### src/rtl/fifo_ctrl_pkg.sv
// Shared constants and output-stage state encoding for the FIFO controller.
package fifo_ctrl_pkg;

    localparam int DEF_DATA_W = 8;
    localparam int DEF_ADDR_W = 4;

    typedef enum logic {
        ST_EMPTY = 1'b0,
        ST_VALID = 1'b1
    } out_state_t;

endpackage

### src/rtl/memory.sv
// Simple dual-port RAM: synchronous write, registered read that holds r_data
// whenever r_en is low.
module memory #(
    parameter int DATA_W = 8,
    parameter int ADDR_W = 4
) (
    input  logic              clk,
    input  logic              w_en,
    input  logic              r_en,
    input  logic [ADDR_W-1:0] w_addr,
    input  logic [ADDR_W-1:0] r_addr,
    input  logic [DATA_W-1:0] w_data,
    output logic [DATA_W-1:0] r_data
);

    localparam int DEPTH = 2 ** ADDR_W;

    logic [DATA_W-1:0] mem [0:DEPTH-1];

    always_ff @(posedge clk) begin
        if (w_en) begin
            mem[w_addr] <= w_data;
        end
        if (r_en) begin
            r_data <= mem[r_addr];
        end
    end

endmodule

### src/rtl/fifo_ctrl.sv
// Valid/ready FIFO controller around a block RAM with a one-word output stage.
// Optional almost_full/almost_empty flags are built when FIFO_CTRL_ALMOST_EN is defined.
module fifo_ctrl
    import fifo_ctrl_pkg::*;
#(
    parameter int DATA_W   = DEF_DATA_W,
    parameter int ADDR_W   = DEF_ADDR_W,
    parameter int AF_LEVEL = 12,
    parameter int AE_LEVEL = 2
) (
    input  logic              clk,
    input  logic              rst_n,
    input  logic              wr_valid,
    output logic              wr_ready,
    input  logic [DATA_W-1:0] wr_data,
    output logic              rd_valid,
    input  logic              rd_ready,
    output logic [DATA_W-1:0] rd_data,
    output logic [ADDR_W:0]   level
`ifdef FIFO_CTRL_ALMOST_EN
    ,
    output logic              almost_full,
    output logic              almost_empty
`endif
);

    localparam logic [ADDR_W:0] DEPTH_CNT = (ADDR_W+1)'(2 ** ADDR_W);

    logic [ADDR_W-1:0] wp_reg;
    logic [ADDR_W-1:0] rp_reg;
    logic [ADDR_W:0]   mem_cnt_reg;
    logic [ADDR_W:0]   mem_cnt_next;
    logic [ADDR_W:0]   level_reg;
    logic [ADDR_W:0]   level_next;
    out_state_t        state_reg;
    out_state_t        state_next;
    logic              wr_fire;
    logic              rd_fire;
    logic              issue;

    // wr_ready depends on registered occupancy only, never on rd_ready.
    assign wr_ready = (mem_cnt_reg != DEPTH_CNT);
    assign rd_valid = (state_reg == ST_VALID);
    assign wr_fire  = wr_valid && wr_ready;
    assign rd_fire  = rd_valid && rd_ready;
    assign issue    = (mem_cnt_reg != '0) && (!rd_valid || rd_fire);
    assign level    = level_reg;

    always_comb begin
        state_next = state_reg;
        case (state_reg)
            ST_EMPTY: if (issue) state_next = ST_VALID;
            ST_VALID: if (rd_fire && !issue) state_next = ST_EMPTY;
            default:  state_next = ST_EMPTY;
        endcase
    end

    always_comb begin
        mem_cnt_next = mem_cnt_reg;
        case ({wr_fire, issue})
            2'b10:   mem_cnt_next = mem_cnt_reg + 1'b1;
            2'b01:   mem_cnt_next = mem_cnt_reg - 1'b1;
            default: mem_cnt_next = mem_cnt_reg;
        endcase
        level_next = mem_cnt_next + {{ADDR_W{1'b0}}, (state_next == ST_VALID)};
    end

    always_ff @(posedge clk or negedge rst_n) begin
        if (!rst_n) begin
            wp_reg      <= '0;
            rp_reg      <= '0;
            mem_cnt_reg <= '0;
            level_reg   <= '0;
            state_reg   <= ST_EMPTY;
        end else begin
            if (wr_fire) wp_reg <= wp_reg + 1'b1;
            if (issue)   rp_reg <= rp_reg + 1'b1;
            mem_cnt_reg <= mem_cnt_next;
            level_reg   <= level_next;
            state_reg   <= state_next;
        end
    end

`ifdef FIFO_CTRL_ALMOST_EN
    localparam logic [ADDR_W:0] AF_LVL = (ADDR_W+1)'(AF_LEVEL);
    localparam logic [ADDR_W:0] AE_LVL = (ADDR_W+1)'(AE_LEVEL);

    logic almost_full_reg;
    logic almost_empty_reg;

    always_ff @(posedge clk or negedge rst_n) begin
        if (!rst_n) begin
            almost_full_reg  <= 1'b0;
            almost_empty_reg <= 1'b1;
        end else begin
            almost_full_reg  <= (level_next >= AF_LVL);
            almost_empty_reg <= (level_next <= AE_LVL);
        end
    end

    assign almost_full  = almost_full_reg;
    assign almost_empty = almost_empty_reg;
`endif

    // Reads only target slots written on an earlier edge, so no collision handling.
    memory #(
        .DATA_W (DATA_W),
        .ADDR_W (ADDR_W)
    ) u_mem (
        .clk    (clk),
        .w_en   (wr_fire),
        .r_en   (issue),
        .w_addr (wp_reg),
        .r_addr (rp_reg),
        .w_data (wr_data),
        .r_data (rd_data)
    );

endmodule

### config.mk
export PLATFORM = sky130hd
export DESIGN_NAME = fifo_ctrl
export DESIGN_NICKNAME = d
export VERILOG_FILES = /design/src/rtl/fifo_ctrl_pkg.sv /design/src/rtl/memory.sv /design/src/rtl/fifo_ctrl.sv
export SDC_FILE = /design/constraint.sdc
export NUM_CORES = 1
export LEC_CHECK = 0
export CAP_MARGIN = 20
export CORE_MARGIN = 3
export CORE_UTILIZATION = 50
export DETAILED_ROUTE_END_ITERATION = 6
export GPL_TIMING_DRIVEN = 0
export PLACE_DENSITY = 0.68
export SYNTH_ARGS = -nofsm -noshare
export SYNTH_HDL_FRONTEND = slang
export SYNTH_HIERARCHICAL = 1
export SYNTH_SLANG_ARGS = --single-unit
### constraint.sdc
create_clock -name clk -period 4.65 [get_ports clk]
set_clock_uncertainty 0.1 [all_clocks]
set_input_delay 0.6975 -clock clk [delete_from_list [all_inputs] [get_ports clk]]
set_output_delay 0.6975 -clock clk [all_outputs]
set_load 0.01 [all_outputs]
## Word-level counts from Yosys, hierarchy flattened

Memories as Yosys holds them, arrays and structs flattened. A register that Yosys moved wholly into a read port is not among the register bits.
Index checks and enable logic that the tools add are counted.

| cells by class | value |
|---|---|
| reduce and logical (&&, ||, !) cells | 8 |
| add/subtract/negate cells | 5 |
| equality and inequality tests | 3 |
| bitwise logic cells | 1 |
| muxes and demuxes | 6 |

Operator list:

| operator | count |
|---|---|
| $pmux W5 S2 | 1 |
| $add A4 B1 Y4 const B | 2 |
| $add A5 B1 Y5 | 1 |
| $add A5 B1 Y5 const B | 1 |
| $ne A5 B5 Y1 const B | 1 |
| $reduce_bool A5 Y1 | 1 |
| $sub A5 B1 Y5 const B | 1 |
| $logic_and A1 B1 Y1 | 4 |
| $mux W1 | 4 |
| $eq A2 B1 Y1 const B | 1 |
| $eq A2 B2 Y1 const B | 1 |
| $logic_not A1 Y1 | 2 |
| $pmux W1 S2 | 1 |
| $logic_or A1 B1 Y1 | 1 |
| $not A1 Y1 | 1 |

| storage, ports and cells | value |
|---|---|
| register bits after elaboration | 19 |
| bits in writable memories | 128 |
| memories kept | 1 |

Memory list:

| memory | depth | width | rd ports | clocked after memory_dff | wr ports | RTL line | text |
|---|---|---|---|---|---|---|---|
| u_mem.mem | 16 | 8 | 1 | 1 | 1 | memory.sv:18 | `logic [DATA_W-1:0] mem [0:DEPTH-1];` |

## Depth between registers and ports, before layout

| logic depth | value |
|---|---|
| word-level depth | 8 |
| mapped depth | 14 |
| mapped depth without buffers | 13 |

## By module

The synthesis kept the hierarchy.

Modules (own cells, without submodules):

| module | area each (um^2) | cells each | times used |
|---|---|---|---|
| memory | 5,227.5 | 229 | 1 |
| fifo_ctrl | 937.1 | 79 | 1 |

## Worst setup path before layout

OpenSTA, ideal clock, no wires.

| timing path | value |
|---|---|
| kind | input port to flip-flop |
| from | input rd_ready |
| to | register level_reg[4] (netlist: level[4]) |
| data required time | 4.421 ns |
| path buffers | 0 |
| stages | 11 |
| data arrival time | 3.094 ns |
| path slack | 1.327 ns |
| cells stage by stage | inv_1 a21oi_1 ha_1 inv_1 fa_1 xor2_1 o21ai_0 nand2_1 nor2_1 o22ai_1 xor2_1 |

RTL lines:

| element | RTL line | text |
|---|---|---|
| start, declared | fifo_ctrl.sv:17 | `input logic rd_ready,` |
| $logic_and A1 B1 Y1 (*) | fifo_ctrl.sv:45 | `assign rd_fire = rd_valid && rd_ready;` |
| $logic_or A1 B1 Y1 (*) | fifo_ctrl.sv:46 | `assign issue = (mem_cnt_reg != '0) && (!rd_valid \|\| rd_fire);` |
| $logic_and A1 B1 Y1 (*) | fifo_ctrl.sv:46 |  |
| via issue | fifo_ctrl.sv:39 | `logic issue;` |
| $eq A2 B1 Y1 / $eq A2 B2 Y1 (equally long branches) | fifo_ctrl.sv:60 | `case ({wr_fire, issue})` |
| $pmux W5 S2 (*) | fifo_ctrl.sv:60 |  |
| via mem_cnt_next[2] | fifo_ctrl.sv:32 | `logic [ADDR_W:0] mem_cnt_next;` |
| $add A5 B1 Y5 (*) | fifo_ctrl.sv:65 | `level_next = mem_cnt_next + {{ADDR_W{1'b0}}, (state_next == ST_VALID)};` |
| via level_next[4] | fifo_ctrl.sv:34 | `logic [ADDR_W:0] level_next;` |
| end signal, assigned | fifo_ctrl.sv:79 | `level_reg <= level_next;` |
| end, declared | fifo_ctrl.sv:33 | `logic [ADDR_W:0] level_reg;` |

Mark *: on every way through the listed nets, which the timed path passes. The rest lies on a longest branch.
A chain may end at the register's enable or synchronous reset.

## Worst setup path after layout

| timing path | value |
|---|---|
| from | register mem_cnt_reg[0] |
| to | register level_reg[4] (netlist: level[4]) |

RTL lines:

| element | RTL line | text |
|---|---|---|
| start, declared | fifo_ctrl.sv:31 | `logic [ADDR_W:0] mem_cnt_reg;` |
| start signal, assigned | fifo_ctrl.sv:78 | `mem_cnt_reg <= mem_cnt_next;` |
| $ne A5 B5 Y1 (*) | fifo_ctrl.sv:42 | `assign wr_ready = (mem_cnt_reg != DEPTH_CNT);` |
| $logic_and A1 B1 Y1 (*) | fifo_ctrl.sv:44 | `assign wr_fire = wr_valid && wr_ready;` |
| via wr_fire | fifo_ctrl.sv:37 | `logic wr_fire;` |
| $eq A2 B1 Y1 / $eq A2 B2 Y1 (equally long branches) | fifo_ctrl.sv:60 |  |
| $pmux W5 S2 (*) | fifo_ctrl.sv:60 |  |
| via mem_cnt_next[2] | fifo_ctrl.sv:32 |  |
| $add A5 B1 Y5 (*) | fifo_ctrl.sv:65 |  |
| via level_next[4] | fifo_ctrl.sv:34 |  |

Marked as above.

==> metrics.cfg <==
[yosys]
yosysWarnings=6
seq_area_frac_synth=0.740
async_flop_share=0.123
synth_most_common_cell=edfxtp_1
ys_top_cells_by_count=edfxtp_1, dfrtp_1, mux4_2
syn_inst=308
syn_nets=329
yosysTopAreaCell=edfxtp_1
syn_area_sq_um=6160
ys_ff_latch=155
syn_area_per_cell_sq_um=20.0
synthFlopType=edfxtp_1
synth_area_leaders=edfxtp_1, dfrtp_1, mux4_2
ys_types=37
synth_edf_count=136
synth_top_area_frac=0.662

[global_routing]
grt_pass1_vias=3062
grt_pass1_wl_um=17700
antenna_found_initial=0
grt_max_degree=20
grt_overflow=0
grt_use_total=0.184

[clocking]
post_cts_buffers=0
cts_tree=yes
cts_buffer_depth=2
clk_pin_slew_ns=0.06
root_buffer=clkbuf_16
clock_latency_ns=0.41
cts_made_buffers=17
cts_repair_resize_count=0
postCtsHoldBufs=0
h-tree-depth=4
clock_sinks=155

[sta]
min_period_ns=3.66
slew_headroom=0.387
finalSetupViolations=0
drv_slew=0
rsz0062_at_grt=false
worstMarginPinSlew_ns=0.916
fmax_mhz=273
setup-tns-final_ns=0
finalCritPeriodShare=0.787
report.final.hold_viol_count=0

[routing]
drtIter0Drc=280
drc_errors=0
vias=2972
drtAntennaViolNets=0
vias_per_cell=5.79
wl_per_cell_um=21.7
dr.pass1.iters=4
drt_wl_total_um=11100

[finish]
area.growth.synth_to_final_pct=17.1
nets=379
nFillCells=816
largest_registers=u_mem/mem x128, u_mem/r_data x8
largest_reg_flops=128
drive_above_1_share=0.189
antenna_cells=0
top_register=u_mem/mem

[critical_path]
worst_setup_path_start_kind=flop
cp.required_ns=4.84
worst-setup-path-type=reg -> reg
critPathTopFamily=simple AND/OR/NAND/NOR gates
crit_path_end_kind=flop
worstPathCellList=or3_1 -> or3b_4 -> and2_4 -> buf_6 -> inv_1 -> ha_1 -> inv_1 -> fa_1 -> xor2_1 -> o21ai_0 -> nand2_1 -> nor2_1 -> o22ai_1 -> xor2_1
reg2reg_slack_ns=0.99
path_max_fanout=9
critPathBufInv=3
cp_slowest_cell=dfrtp_1
crit_arrival_ns=3.85
max_stage_delay_ns=0.42

[floorplan]
io_pins=27
die_w_um=117
dieArea_sq_um=13700
start_util=0.526
die_y_um=117
rows=39
coreArea_sq_um=11700

[worst_hold_path]
hp-class=reg -> reg

[run_status]
outcome=finished, final reports clean

[power_and_ir_drop]
ir_worst_vdd_mv=0.317
power_w=0.00465
p_leak_nw=2.50
p_per_area_nw_per_um2=644

[placement]
place.port_buffers=26
gp_congestion=0.789
dp_hpwl_um=7540

[run]
drv_cap=0

[per-stage QoR]
step | utilization | hold slack, ns | cell area [sq um] | setup WS (ns) | cells
5_1_grt | 0.617 | 0.473 | 7220 | 0.661 | 513
4_1_cts | 0.617 | 0.440 | 7220 | 0.969 | 513
2_1_floorplan | - | 0.302 | 6160 | 1.33 | 308
3_5_place_dp | 0.567 | 0.426 | 6640 | 0.773 | 482
6_report | 0.617 | 0.444 | 7220 | 0.990 | 513
3_3_place_gp | 0.564 | 0.411 | 6600 | 0.230 | 477
[report_power, final]
part	total [W]	leakage, nW	internal [W]	switching [W]
Clock	0.00134	0.273	0.000833	0.000504
Sequential	0.00192	1.46	0.00179	0.000130
Combinational	0.00139	0.768	0.000681	0.000709
Total	0.00465	2.50	0.00331	0.00134
[layer usage]
layer | GRT usage | vias to the layer above | share of wire
met5 | 0 | - | 0
met4 | 0.0841 | 0 | 0.022
met3 | 0.0473 | 14 | 0.049
met2 | 0.283 | 83 | 0.50
met1 | 0.250 | 1532 | 0.43
li1 | - | 1343 | -
[worst paths after layout]
| path | start | to | cells past startpoint |
|---|---|---|---|
| worst min-delay path | wp_reg[3] | wp_reg[3] | 1 |
| worst max-delay path | mem_cnt_reg[0] | level[4] | 14 |
| worst max register to register | mem_cnt_reg[0] | level[4] | 14 |
| max in group asynchronous | rst_n | wp_reg[0] | 1 |
| worst min register to register | wp_reg[3] | wp_reg[3] | 1 |
| min in group asynchronous | rst_n | level[3] | 1 |
[cells by family after synthesis]
logic type / count (synthesis) / share of synthesized area
fa+ha+maj: 9 / 0.0195
flops: 155 / 0.740
xor+xnor: 14 / 0.0199
compound gates: 25 / 0.0282
mux: 35 / 0.131
simple gates: 52 / 0.0414
buf+inv: 18 / 0.0201
[worst reg2reg max path, cell delays in order, from the launching register on]
cell and delay [ns]:
dfrtp_1 0.42, or3_1 0.41, or3b_4 0.38, and2_4 0.17
buf_6 0.13, inv_1 0.06, ha_1 0.23, inv_1 0.11
fa_1 0.41, xor2_1 0.16, o21ai_0 0.40, nand2_1 0.16
nor2_1 0.13, o22ai_1 0.11, xor2_1 0.15
[layout make-up]
cell class                      count  area (sq um)  share of cell area
Tap cell                          143           179              0.0248
Inverter                            6          22.5             0.00312
Buffer                             12           101              0.0140
Clock buffer                       18           429              0.0594
Sequential cell                   155          4560               0.631
Clock inverter                     13           153              0.0211
Multi-Input combinational cell    135          1480               0.205
Timing Repair Buffer               31           295              0.0409
[placed cells by master, fill, tap and decap left out, types with 5 or more instances in the layout]
master,instances
inv_1,6
xor2_1,6
mux4_2,18
nor3_1,5
clkdlybuf4s50_1,26
ha_1,8
clkbuf_16,17
clkinv_2,5
nand2_1,14
clkinvlp_4,5
mux4_1,14
dfrtp_1,19
nor2_1,16
buf_4,5
xnor2_1,8
edfxtp_1,136
a22oi_1,16
(Power assumes the default switching activity.)
